### config.mk
export PLATFORM = sky130hd
export DESIGN_NAME = wash_mode_select_flat
export DESIGN_NICKNAME = d
export VERILOG_FILES = /design/src/rtl/wash_mode_select_if.sv /design/src/rtl/wash_mode_select.sv /design/src/flat_wrapper.sv
export SDC_FILE = /design/constraint.sdc
export NUM_CORES = 1
export LEC_CHECK = 0
export CAP_MARGIN = 20
export CORE_AREA = 2 2 39 41
export DETAILED_ROUTE_END_ITERATION = 10
export DIE_AREA = 0 0 41 43
export GPL_TIMING_DRIVEN = 0
export SLEW_MARGIN = 20
export SYNTH_ARGS = -nofsm -noshare
export SYNTH_HDL_FRONTEND = slang
export SYNTH_SLANG_ARGS = --single-unit
### constraint.sdc
create_clock -name clk -period 1.35 [get_ports clk]
set_input_delay 0.3375 -clock clk [delete_from_list [all_inputs] [get_ports clk]]
set_output_delay 0.3375 -clock clk [all_outputs]
set_load 0.03 [all_outputs]
### src/rtl/wash_mode_select_if.sv
// Front-panel and run-controller signals of the program selector.
// The master drives the button/power/finish levels; the slave presents the program code.
interface wash_mode_select_if;
  logic       power_led;
  logic       start_pause;
  logic       module_select;
  logic       if_finish;
  logic [2:0] model_now;

  modport master (
    output power_led,
    output start_pause,
    output module_select,
    output if_finish,
    input  model_now
  );

  modport slave (
    input  power_led,
    input  start_pause,
    input  module_select,
    input  if_finish,
    output model_now
  );
endinterface

### src/rtl/wash_mode_select.sv
// Washing-machine program selector: power/run state tracking and program stepping
// from synchronized, edge-detected front-panel buttons. model_now is registered.
module wash_mode_select #(
  parameter int unsigned NUM_MODES    = 6,
  parameter int unsigned DEFAULT_MODE = 1,
  parameter int unsigned SYNC_STAGES  = 2
) (
  input  logic               clk,
  input  logic               reset,
  wash_mode_select_if.slave  bus
);

  localparam int unsigned MODE_W = 3;

  typedef enum logic [1:0] {
    ST_OFF    = 2'd0,
    ST_SELECT = 2'd1,
    ST_RUN    = 2'd2,
    ST_PAUSE  = 2'd3
  } state_e;

  state_e                   state_q, state_d;
  logic [MODE_W-1:0]        mode_q, mode_d;
  logic [SYNC_STAGES-1:0]   sp_sync_q, ms_sync_q;
  logic                     sp_hist_q, ms_hist_q;
  logic                     sp_evt, ms_evt;

  // Button synchronizers and history flops keep running in every state,
  // so a button held through power-up never looks like a fresh press.
  always_ff @(posedge clk or negedge reset) begin
    if (!reset) begin
      sp_sync_q <= '0;
      ms_sync_q <= '0;
      sp_hist_q <= 1'b0;
      ms_hist_q <= 1'b0;
    end else begin
      sp_sync_q <= {sp_sync_q[SYNC_STAGES-2:0], bus.start_pause};
      ms_sync_q <= {ms_sync_q[SYNC_STAGES-2:0], bus.module_select};
      sp_hist_q <= sp_sync_q[SYNC_STAGES-1];
      ms_hist_q <= ms_sync_q[SYNC_STAGES-1];
    end
  end

  assign sp_evt = sp_sync_q[SYNC_STAGES-1] & ~sp_hist_q;
  assign ms_evt = ms_sync_q[SYNC_STAGES-1] & ~ms_hist_q;

  always_ff @(posedge clk or negedge reset) begin
    if (!reset) begin
      state_q <= ST_OFF;
      mode_q  <= '0;
    end else begin
      state_q <= state_d;
      mode_q  <= mode_d;
    end
  end

  // Power loss dominates; start beats select when both fire in one cycle.
  always_comb begin
    state_d = state_q;
    mode_d  = mode_q;
    if (!bus.power_led) begin
      state_d = ST_OFF;
      mode_d  = '0;
    end else begin
      case (state_q)
        ST_OFF: begin
          state_d = ST_SELECT;
          mode_d  = MODE_W'(DEFAULT_MODE);
        end
        ST_SELECT: begin
          if (sp_evt) begin
            state_d = ST_RUN;
          end else if (ms_evt) begin
            mode_d = (mode_q == MODE_W'(NUM_MODES)) ? MODE_W'(1) : mode_q + MODE_W'(1);
          end
        end
        ST_RUN: begin
          if (bus.if_finish) begin
            state_d = ST_SELECT;
          end else if (sp_evt) begin
            state_d = ST_PAUSE;
          end
        end
        ST_PAUSE: begin
          if (bus.if_finish) begin
            state_d = ST_SELECT;
          end else if (sp_evt) begin
            state_d = ST_RUN;
          end
        end
        default: begin
          state_d = ST_OFF;
          mode_d  = '0;
        end
      endcase
    end
  end

  assign bus.model_now = mode_q;

endmodule

### src/flat_wrapper.sv
// flat-port wrapper written by rule: the top's interface ports become plain ports
module wash_mode_select_flat 
#(
  parameter int unsigned NUM_MODES    = 6,
  parameter int unsigned DEFAULT_MODE = 1,
  parameter int unsigned SYNC_STAGES  = 2
)
  (clk, reset, bus_power_led, bus_start_pause, bus_module_select, bus_if_finish, bus_model_now);
  wash_mode_select_if bus_i ();
  input  logic clk;
  input  logic reset;
  input wire logic [$bits(bus_i.power_led)-1:0] bus_power_led;
  input wire logic [$bits(bus_i.start_pause)-1:0] bus_start_pause;
  input wire logic [$bits(bus_i.module_select)-1:0] bus_module_select;
  input wire logic [$bits(bus_i.if_finish)-1:0] bus_if_finish;
  output wire logic [$bits(bus_i.model_now)-1:0] bus_model_now;
  assign bus_i.power_led = bus_power_led;
  assign bus_i.start_pause = bus_start_pause;
  assign bus_i.module_select = bus_module_select;
  assign bus_i.if_finish = bus_if_finish;
  assign bus_model_now = bus_i.model_now;
  wash_mode_select #(.NUM_MODES(NUM_MODES), .DEFAULT_MODE(DEFAULT_MODE), .SYNC_STAGES(SYNC_STAGES)) u_core (.clk(clk), .reset(reset), .bus(bus_i));
endmodule
# After elaboration in Yosys (flattened, before gate mapping)
# Cells that the tools add are included.
# totals
ff_bits	11
mem_bits_ro	0
output_inout_bits	3
memories	0
elab_cells	32
in_bits	6
latchBits	0
ram_bits	0
# classes
n_lt_le_gt_ge	0
n_div	0
bitwise_logic	4
muxes	11
shift	0
n_eq_ne	8
add_sub_neg	1
n_mul	0
reduce_logical	2
# ops
operator	count
2-to-1 mux 3 bit	4
2-to-1 mux 2 bit	5
one-hot mux 2 bit (4 select lines)	1
one-hot mux 3 bit (2 select lines)	1
== test 2 bit (second input constant)	2
inequality test 4 x 3 -> 1 bit (second input constant)	1
adder 3 x 1 -> 3 bit (second input constant)	1
== test 3 bit (second input constant)	1
inequality test 3 x 1 -> 1 bit (second input constant)	1
inequality test 3 x 2 -> 1 bit (second input constant)	1
inequality test 3 bit (second input constant)	1
AND reduction 3 bit	1
AND 1 bit	2
== test 2 x 1 -> 1 bit (second input constant)	1
zero test 2 bit	1
inverter 1 bit	2

# Depth between registers and ports, before layout
# Gate-level depths: netlist of the first run.
# depth
depth_word	6
depth_mapped	4
ltp_nobuf	3

# Least setup slack after synthesis of the first run
# No wires, ideal clock.
# synth_path
kind	flip-flop to flip-flop
startpoint	reg u_core.mode_q[1], in the netlist u_core.bus.model_now[1]
endpoint	reg u_core.mode_q[1], in the netlist u_core.bus.model_now[1]
path_buffers	0
period_less_slack_ps	1114
slack_ps	236
t_arrival_ps	982
stages_incl_launch_ff	4
setup_ps	132
path_cell_list	dfrtp_1 -> nor3b_1 -> o2111ai_1 -> a31oi_1
# synth_via
elab_chain_cells	6
word_cells_on_any_way	7
classes_between	add/sub (1); eq/ne (1); mux (5)
# synth_lines
item	line_no	source
start, declared	wash_mode_select.sv:23	logic [MODE_W-1:0] mode_q, mode_d;
start signal, assigned	wash_mode_select.sv:53	mode_q <= mode_d;
adder 3 x 1 -> 3 bit or == test 3 bit (tied branches)	wash_mode_select.sv:74	mode_d = (mode_q == MODE_W'(NUM_MODES)) ? MODE_W'(1) : mode_q + MODE_W'(1);
2-to-1 mux 3 bit (*)	wash_mode_select.sv:74	
2-to-1 mux 3 bit (*)	wash_mode_select.sv:73	end else if (ms_evt) begin
2-to-1 mux 3 bit (*)	wash_mode_select.sv:71	if (sp_evt) begin
one-hot mux 3 bit (2 select lines) (*)	wash_mode_select.sv:65	case (state_q)
2-to-1 mux 3 bit (*)	wash_mode_select.sv:61	if (!bus.power_led) begin
# Every way passes the cells marked *; elsewhere a longest branch is shown, timed or not. The select of a mux whose other input is x is not followed.
# A chain may end at the register's enable or synchronous reset.

# Worst setup path in the final report of the first run
# layout_path
startpoint	reg u_core.mode_q[0], in the netlist u_core.bus.model_now[0]
endpoint	out bus_model_now[0]
# layout_lines
item	line_no	source
end, declared	flat_wrapper.sv:16	output wire logic [$bits(bus_i.model_now)-1:0] bus_model_now;
# No word-level cell between the ends.

==> out/results.tsv, run 1 <==
metric	value	unit
clock_latency	0.26	ns
dp_slack	-0.1213	ns
die_h	43	µm
crit_slowest_cell	dfrtp_1	
coreArea	1384	µm²
synthesis.nets	47	
critPathMaxStageDelay	0.43	ns
place_congestion	0.7341	
cp_top_family	flip-flops	
critPathCaptureType	output pin	
start_util	0.3409	
synthMuxAreaShare	0	
layout_setup_ws	0.08813	ns
grt_max_degree	12	
final_cell_area	585.6	µm²
cts_tree	done	
peakVddDrop	0.5212	mV
clockRootBuffer	clkbuf_4	
slew_viol_final	0	
synth_top_family_by_area	simple AND/OR/NAND/NOR gates	
yosysWarnings	0	
drtAntennaViolNets	0	
setup_viol	0	
p_per_area	1105	nW/µm²
ys_seq_elements	11	
cp_cell_sequence	buf_2	
area_growth	24.14	%
clockBufferDepth	2	
antenna_found_initial	0	
min_path_type	reg -> reg	
post_cts_buffers	0	
cp_num_buf_inv	1	
drive_above_1_share	0.2264	
start_kind	register	
synth_cell_types	24	
grt_usage	0.1060	
route.detailed.wl_per_inst	11.38	µm
cap_violations	0	
nNetsFinal	60	
die_x	41	µm
status	completed	
cp_max_fo	7	
grt_pass1_wl	1262	µm
slew_headroom	0.6787	
die-area	1763	µm²
numCtsBuffers	3	
clk_pin_slew	0.07	ns
vias	361	
detail_route.iter0.violations	9	
synth_cells	41	
fmax	792.5	MHz
drt_pass1_iterations	2	
drc_errors	0	
ys_seq_area_frac	0.5836	
cts_sinks	11	
synth_compound_area_frac	0.1698	
rsz0062_at_grt	no	
synth-xor-area-share	0	
first_global_vias	304	
finClkSkew	0.001126	ns
setup_tns	0	ns
period_share	0.9347	
tightest_slew	0.4804	ns
worstPathRequired	1.01	ns
hpwlAfterDp	595	µm
numPortBuffers	8	
synth_area	471.7	µm²
syn_area_per_cell	11.50	µm²
yosys.area_share.adder	0	
cp.arrival	0.92	ns
io_pins	9	
rows	14	
drt_wl_total	785	µm
period_minus_slack	1.262	ns
yosys.area_share.simple	0.2202	
final_hold_viol_count	0	
viasPerCell	5.232	
leakagePower	0.2459	nW
h-tree-depth	1	
worstSetupPathType	reg -> out	
diodes	0	
dpl-instance-area	571.8	µm²
grt.overflow.total	0	
-- metrics by stage --
stage	power [mW]	hold slack (ns)	std cells	util
2_1_floorplan	0.3986	0.04191	41	-
3_3_place_gp	0.4349	0.3364	65	0.4132
3_5_place_dp	0.4359	0.3379	65	0.4132
4_1_cts	0.6604	0.3558	69	0.4277
5_1_grt	0.6828	0.3589	69	0.4231
6_report	0.6472	0.3530	69	0.4231
-- what timing repair did --
| action | 4_1_cts | 5_1_grt |
|---|---|---|
| cloned | 0 | 0 |
| hold endpoints to repair | 0 | 0 |
| hold buffers | 0 | 0 |
| endpoints found under the setup margin | 3 | 1 |
| gates resized for setup | 14 | 2 |
-- state kept, by name (all words and copies together), names as in the netlist --
name,cells
u_core.state_q,2
u_core.bus.model_now,3
u_core.ms_hist_q,1
u_core.sp_hist_q,1
u_core.ms_sync_q,2
u_core.sp_sync_q,2
-- area by class of cell --
class                   instances  area [µm²]
multi-input cells              27       183.9
fillers                       145       798.3
plain buffers                   1       5.005
flip-flops and latches         11       276.5
clock buffers                   3       22.52
clock inverters                 1       5.005
inverters                       2       7.507
repair buffers                  8       65.06
well taps                      16       20.02
-- where the power goes --
group | internal, mW | switching, mW | leakage, nW | total [mW]
Sequential | 0.345 | 0.0118 | 0.134 | 0.357
Combinational | 0.0316 | 0.0368 | 0.0939 | 0.0684
Clock | 0.109 | 0.113 | 0.0177 | 0.222
Total | 0.486 | 0.161 | 0.246 | 0.647
-- cell families after synthesis --
group	count (synthesis)
buffers and inverters	3
AND/OR/NAND/NOR	16
AO/OA/AOI/OAI	11
flip-flops	11
-- layout by cell type, fill, tap and decap left out --
cell type        synthesis  final
a211o_1                  1      1
a21oi_1                  1      1
a311oi_1                 1      1
a31oi_1                  2      2
a41o_1                   1      1
and2b_1                  1      1
and2b_2                  1      1
buf_2                    0      3
clkbuf_2                 1      1
clkbuf_4                 0      3
clkdlybuf4s50_1          0      5
clkinv_2                 0      1
dfrtp_1                 11     10
dfrtp_2                  0      1
inv_1                    1      1
inv_2                    1      1
nand2_1                  2      2
nand2b_1                 2      2
nand3_1                  3      3
nand4_1                  2      2
nor2b_1                  1      1
nor2b_4                  1      1
nor3_1                   1      1
nor3b_1                  1      1
o2111ai_1                1      1
o211ai_1                 1      1
o21ai_0                  2      2
o311ai_1                 1      1
or2b_1                   1      1
-- routing by layer --
layer | track usage | share of wire
met4 | 0.04000 | 0
met2 | 0.1469 | 0.44
met5 | 0 | 0
met3 | 0.04712 | 0.069
met1 | 0.1419 | 0.49
-- cell usage after synthesis --
cell / instances / area share
nor3_1: 1 / 0.011
nand2_1: 2 / 0.016
nor3b_1: 1 / 0.016
dfrtp_1: 11 / 0.58
o311ai_1: 1 / 0.019
nand2b_1: 2 / 0.027
a31oi_1: 2 / 0.027
and2b_2: 1 / 0.019
inv_1: 1 / 0.0079
and2b_1: 1 / 0.016
nor2b_4: 1 / 0.029
nand3_1: 3 / 0.032
a211o_1: 1 / 0.019
o211ai_1: 1 / 0.016
a41o_1: 1 / 0.021
a21oi_1: 1 / 0.011
inv_2: 1 / 0.0079
o2111ai_1: 1 / 0.019
or2b_1: 1 / 0.016
nor2b_1: 1 / 0.013
a311oi_1: 1 / 0.019
nand4_1: 2 / 0.027
clkbuf_2: 1 / 0.011
o21ai_0: 2 / 0.021
-- worst paths after layout --
| path | cells past startpoint | end | from | slack, ns |
|---|---|---|---|---|
| max | 1 | bus_model_now[0] | u_core.bus.model_now[0] | 0.09 |
| min | 0 | u_core.sp_sync_q[1] | u_core.sp_sync_q[0] | 0.35 |
| max reg2reg | 3 | u_core.bus.model_now[2] | u_core.ms_hist_q | 0.29 |
| min reg2reg | 0 | u_core.sp_sync_q[1] | u_core.sp_sync_q[0] | 0.35 |
| max in group asynchronous | 1 | u_core.bus.model_now[1] | reset | 0.60 |
| min in group asynchronous | 1 | u_core.bus.model_now[2] | reset | 0.40 |
No activity file was read; power rests on OpenSTA's default activity.
==> inputs of run 2 (changes only) <==
--- a/config.mk
+++ b/config.mk
@@ -5,10 +5,9 @@
 export SDC_FILE = /design/constraint.sdc
 export NUM_CORES = 1
 export LEC_CHECK = 0
-export CAP_MARGIN = 20
-export CORE_AREA = 2 2 39 41
+export CORE_AREA = 4 4 41 43
 export DETAILED_ROUTE_END_ITERATION = 10
-export DIE_AREA = 0 0 41 43
+export DIE_AREA = 0 0 45 47
 export GPL_TIMING_DRIVEN = 0
 export SLEW_MARGIN = 20
 export SYNTH_ARGS = -nofsm -noshare
==> constraint.sdc (replaced) <==
create_clock -name clk -period 1.35 [get_ports clk]
set_input_delay 0.3375 -clock clk [delete_from_list [all_inputs] [get_ports clk]]
set_output_delay 0.3375 -clock clk [all_outputs]
set_load 0.005 [all_outputs]
==> out/results.tsv, run 2 (synthesis gave the netlist of run 1 again) <==
metric	value	unit	change
reg2reg_slack	0.25	ns	was 0.29 ns
finClkSkew	0.006952	ns	was 0.001126 ns
peakVddDrop	0.5814	mV	was 0.5212 mV
layout_common_cells	dfrtp_1 (9), clkdlybuf4s50_1 (5)		was dfrtp_1 (10), clkdlybuf4s50_1 (5), nand3_1 (3), clkbuf_4 (3), buf_2 (3)
die_h	47	µm	was 43 µm
crit_start	u_core.bus.model_now[0]		unchanged
slew_headroom	0.6862		was 0.6787
grt.overflow.total	0		unchanged
drt_wl_total	903	µm	was 785 µm
die_x	45	µm	was 41 µm
nNetsFinal	63		was 60
crit_path_end	bus_model_now[0]		unchanged
place_congestion	0.7032		was 0.7341
hold_ws	0.3565	ns	was 0.3530 ns
viasPerCell	5.268		was 5.232
period_minus_slack	1.267	ns	was 1.262 ns
hpwlAfterDp	647.3	µm	was 595 µm
io_pins	9		unchanged
clk_pin_slew	0.07	ns	about the same
clockBufferDepth	2		unchanged
total_power	0.6459	mW	was 0.6472 mW
largest_reg_flops	3		unchanged
die-area	2115	µm²	was 1763 µm²
setup_viol	0		unchanged
slew_viol_final	0		unchanged
worstPathRequired	1.01	ns	about the same
crit_slowest_cell	dfrtp_2		was dfrtp_1
cp_num_buf_inv	1		unchanged
first_global_vias	362		was 304
numPortBuffers	8		unchanged
cp_cell_sequence	dlygate4sd2_1		was buf_2
drive_above_1_share	0.2143		was 0.2264
p_per_area	1045	nW/µm²	was 1105 nW/µm²
min_path_type	reg -> reg		unchanged
cap_violations	0		unchanged
detail_route.iter0.violations	11		was 9
grt_max_degree	12		unchanged
num-fill-cells	146		was 145
antenna_found_initial	0		unchanged
numCtsBuffers	3		unchanged
r2r_end	u_core.bus.model_now[0]		was u_core.bus.model_now[2]
grt_pass1_wl	1587	µm	was 1262 µm
cp.arrival	0.93	ns	was 0.92 ns
cp_top_family	flip-flops		unchanged
worstSetupPathType	reg -> out		unchanged
critPathMaxStageDelay	0.41	ns	was 0.43 ns
drtAntennaViolNets	0		unchanged
status	completed		unchanged
diodes	0		unchanged
vias	374		was 361
rr_worst_depth	3		unchanged
fmax	789.2	MHz	was 792.5 MHz
cts_tree	done		unchanged
coreArea	1301	µm²	was 1384 µm²
drc_errors	0		unchanged
clock_latency	0.26	ns	about the same
drt_pass1_iterations	4		was 2
route.detailed.wl_per_inst	12.72	µm	was 11.38 µm
start_util	0.3625		was 0.3409
rows	13		was 14
cts_sinks	11		unchanged
critPathCaptureType	output pin		unchanged
timing.rr.start	u_core.bus.model_now[0]		was u_core.ms_hist_q
cts_hold_buffers	0		unchanged
tightest_slew	0.4692	ns	was 0.4804 ns
h-tree-depth	1		unchanged
rsz0062_at_grt	no		unchanged
leakagePower	0.2649	nW	was 0.2459 nW
area_growth	31.03	%	was 24.14%
final_common_cell	dfrtp_1		unchanged
grt_usage	0.1104		was 0.1060
cp_max_fo	2		was 7
cp.depth	1		unchanged
period_share	0.9386		was 0.9347
start_kind	register		unchanged
clockRootBuffer	clkbuf_4		unchanged
final_hold_viol_count	0		unchanged
run 2: cell count changes in the layout (fill, tap and decap cells not counted):
| cell | delta |
|---|---|
| clkbuf_1 | +1 |
| dfrtp_1 | -1 |
| buf_2 | -3 |
| dfrtp_2 | +1 |
| buf_4 | +3 |
| clkinv_2 | -1 |
| dlygate4sd2_1 | +3 |
run 2: report_power, final:
part | internal (mW) | switching [mW] | leakage (nW)
sequential | 0.345 | 0.00901 | 0.133
clock | 0.114 | 0.105 | 0.0150
combinational | 0.0366 | 0.0357 | 0.117
run 2: routing by layer:
layer  wire length (µm)  global-route usage  up-vias
met1                433              0.1321      181
met5                  0                   0        -
met4                  0             0.05263        0
met3                 50             0.05747        0
li1                   -                   -      183
met2                419              0.1638       10
run 2: area by class of cell:
cell class                 instances  area, µm²  share of cell area
sequential                        11      277.8              0.4494
multi-input combinational         27      183.9              0.2976
timing repair buffer              11      98.84              0.1599
clock buffer                       4      26.28             0.04251
tap                               15      18.77             0.03036
inverter                           2      7.507             0.01215
buffer                             1      5.005            0.008097
run 2: through the flow:
stage / utilization / cells / area [µm²] / TNS, ns / worst slack [ns]
2_1_floorplan: - / 41 / 471.7 / 0 / 0.3589
3_3_place_gp: 0.4385 / 64 / 570.5 / -0.008494 / -0.008494
3_5_place_dp: 0.4385 / 64 / 570.5 / -0.01286 / -0.01286
4_1_cts: 0.4750 / 71 / 618.1 / 0 / 0.07461
5_1_grt: 0.4750 / 71 / 618.1 / 0 / 0.03094
6_report: 0.4750 / 71 / 618.1 / 0 / 0.08283
run 2: timing repair:
| item | in CTS | in global routing |
|---|---|---|
| setup buffers | 3 | 0 |
| setup endpoints to repair | 3 | 0 |
| resized for setup | 5 | 0 |
run 2: worst min-delay path by stage:
| stage | depth (start not counted) | slack [ns] | startpoint | end |
|---|---|---|---|---|
| global route | 0 | 0.37 | u_core.sp_sync_q[0] | u_core.sp_sync_q[1] |
| detailed placement | 0 | 0.34 | u_core.ms_sync_q[0] | u_core.ms_sync_q[1] |
| floorplan | 0 | 0.04 | reset | u_core.bus.model_now[0] |
| CTS | 0 | 0.36 | u_core.sp_sync_q[0] | u_core.sp_sync_q[1] |
| global placement | 0 | 0.33 | u_core.sp_sync_q[0] | u_core.sp_sync_q[1] |
| finish | 0 | 0.36 | u_core.sp_sync_q[0] | u_core.sp_sync_q[1] |
==> inputs of run 3 (changes only) <==
--- a/config.mk
+++ b/config.mk
@@ -5,11 +5,11 @@
 export SDC_FILE = /design/constraint.sdc
 export NUM_CORES = 1
 export LEC_CHECK = 0
+export CAP_MARGIN = 20
 export CORE_AREA = 4 4 41 43
 export DETAILED_ROUTE_END_ITERATION = 10
 export DIE_AREA = 0 0 45 47
 export GPL_TIMING_DRIVEN = 0
-export SLEW_MARGIN = 20
 export SYNTH_ARGS = -nofsm -noshare
 export SYNTH_HDL_FRONTEND = slang
 export SYNTH_SLANG_ARGS = --single-unit
==> results of run 3 <==
The final DEF is identical to that of run 2; final timing and power are the same.
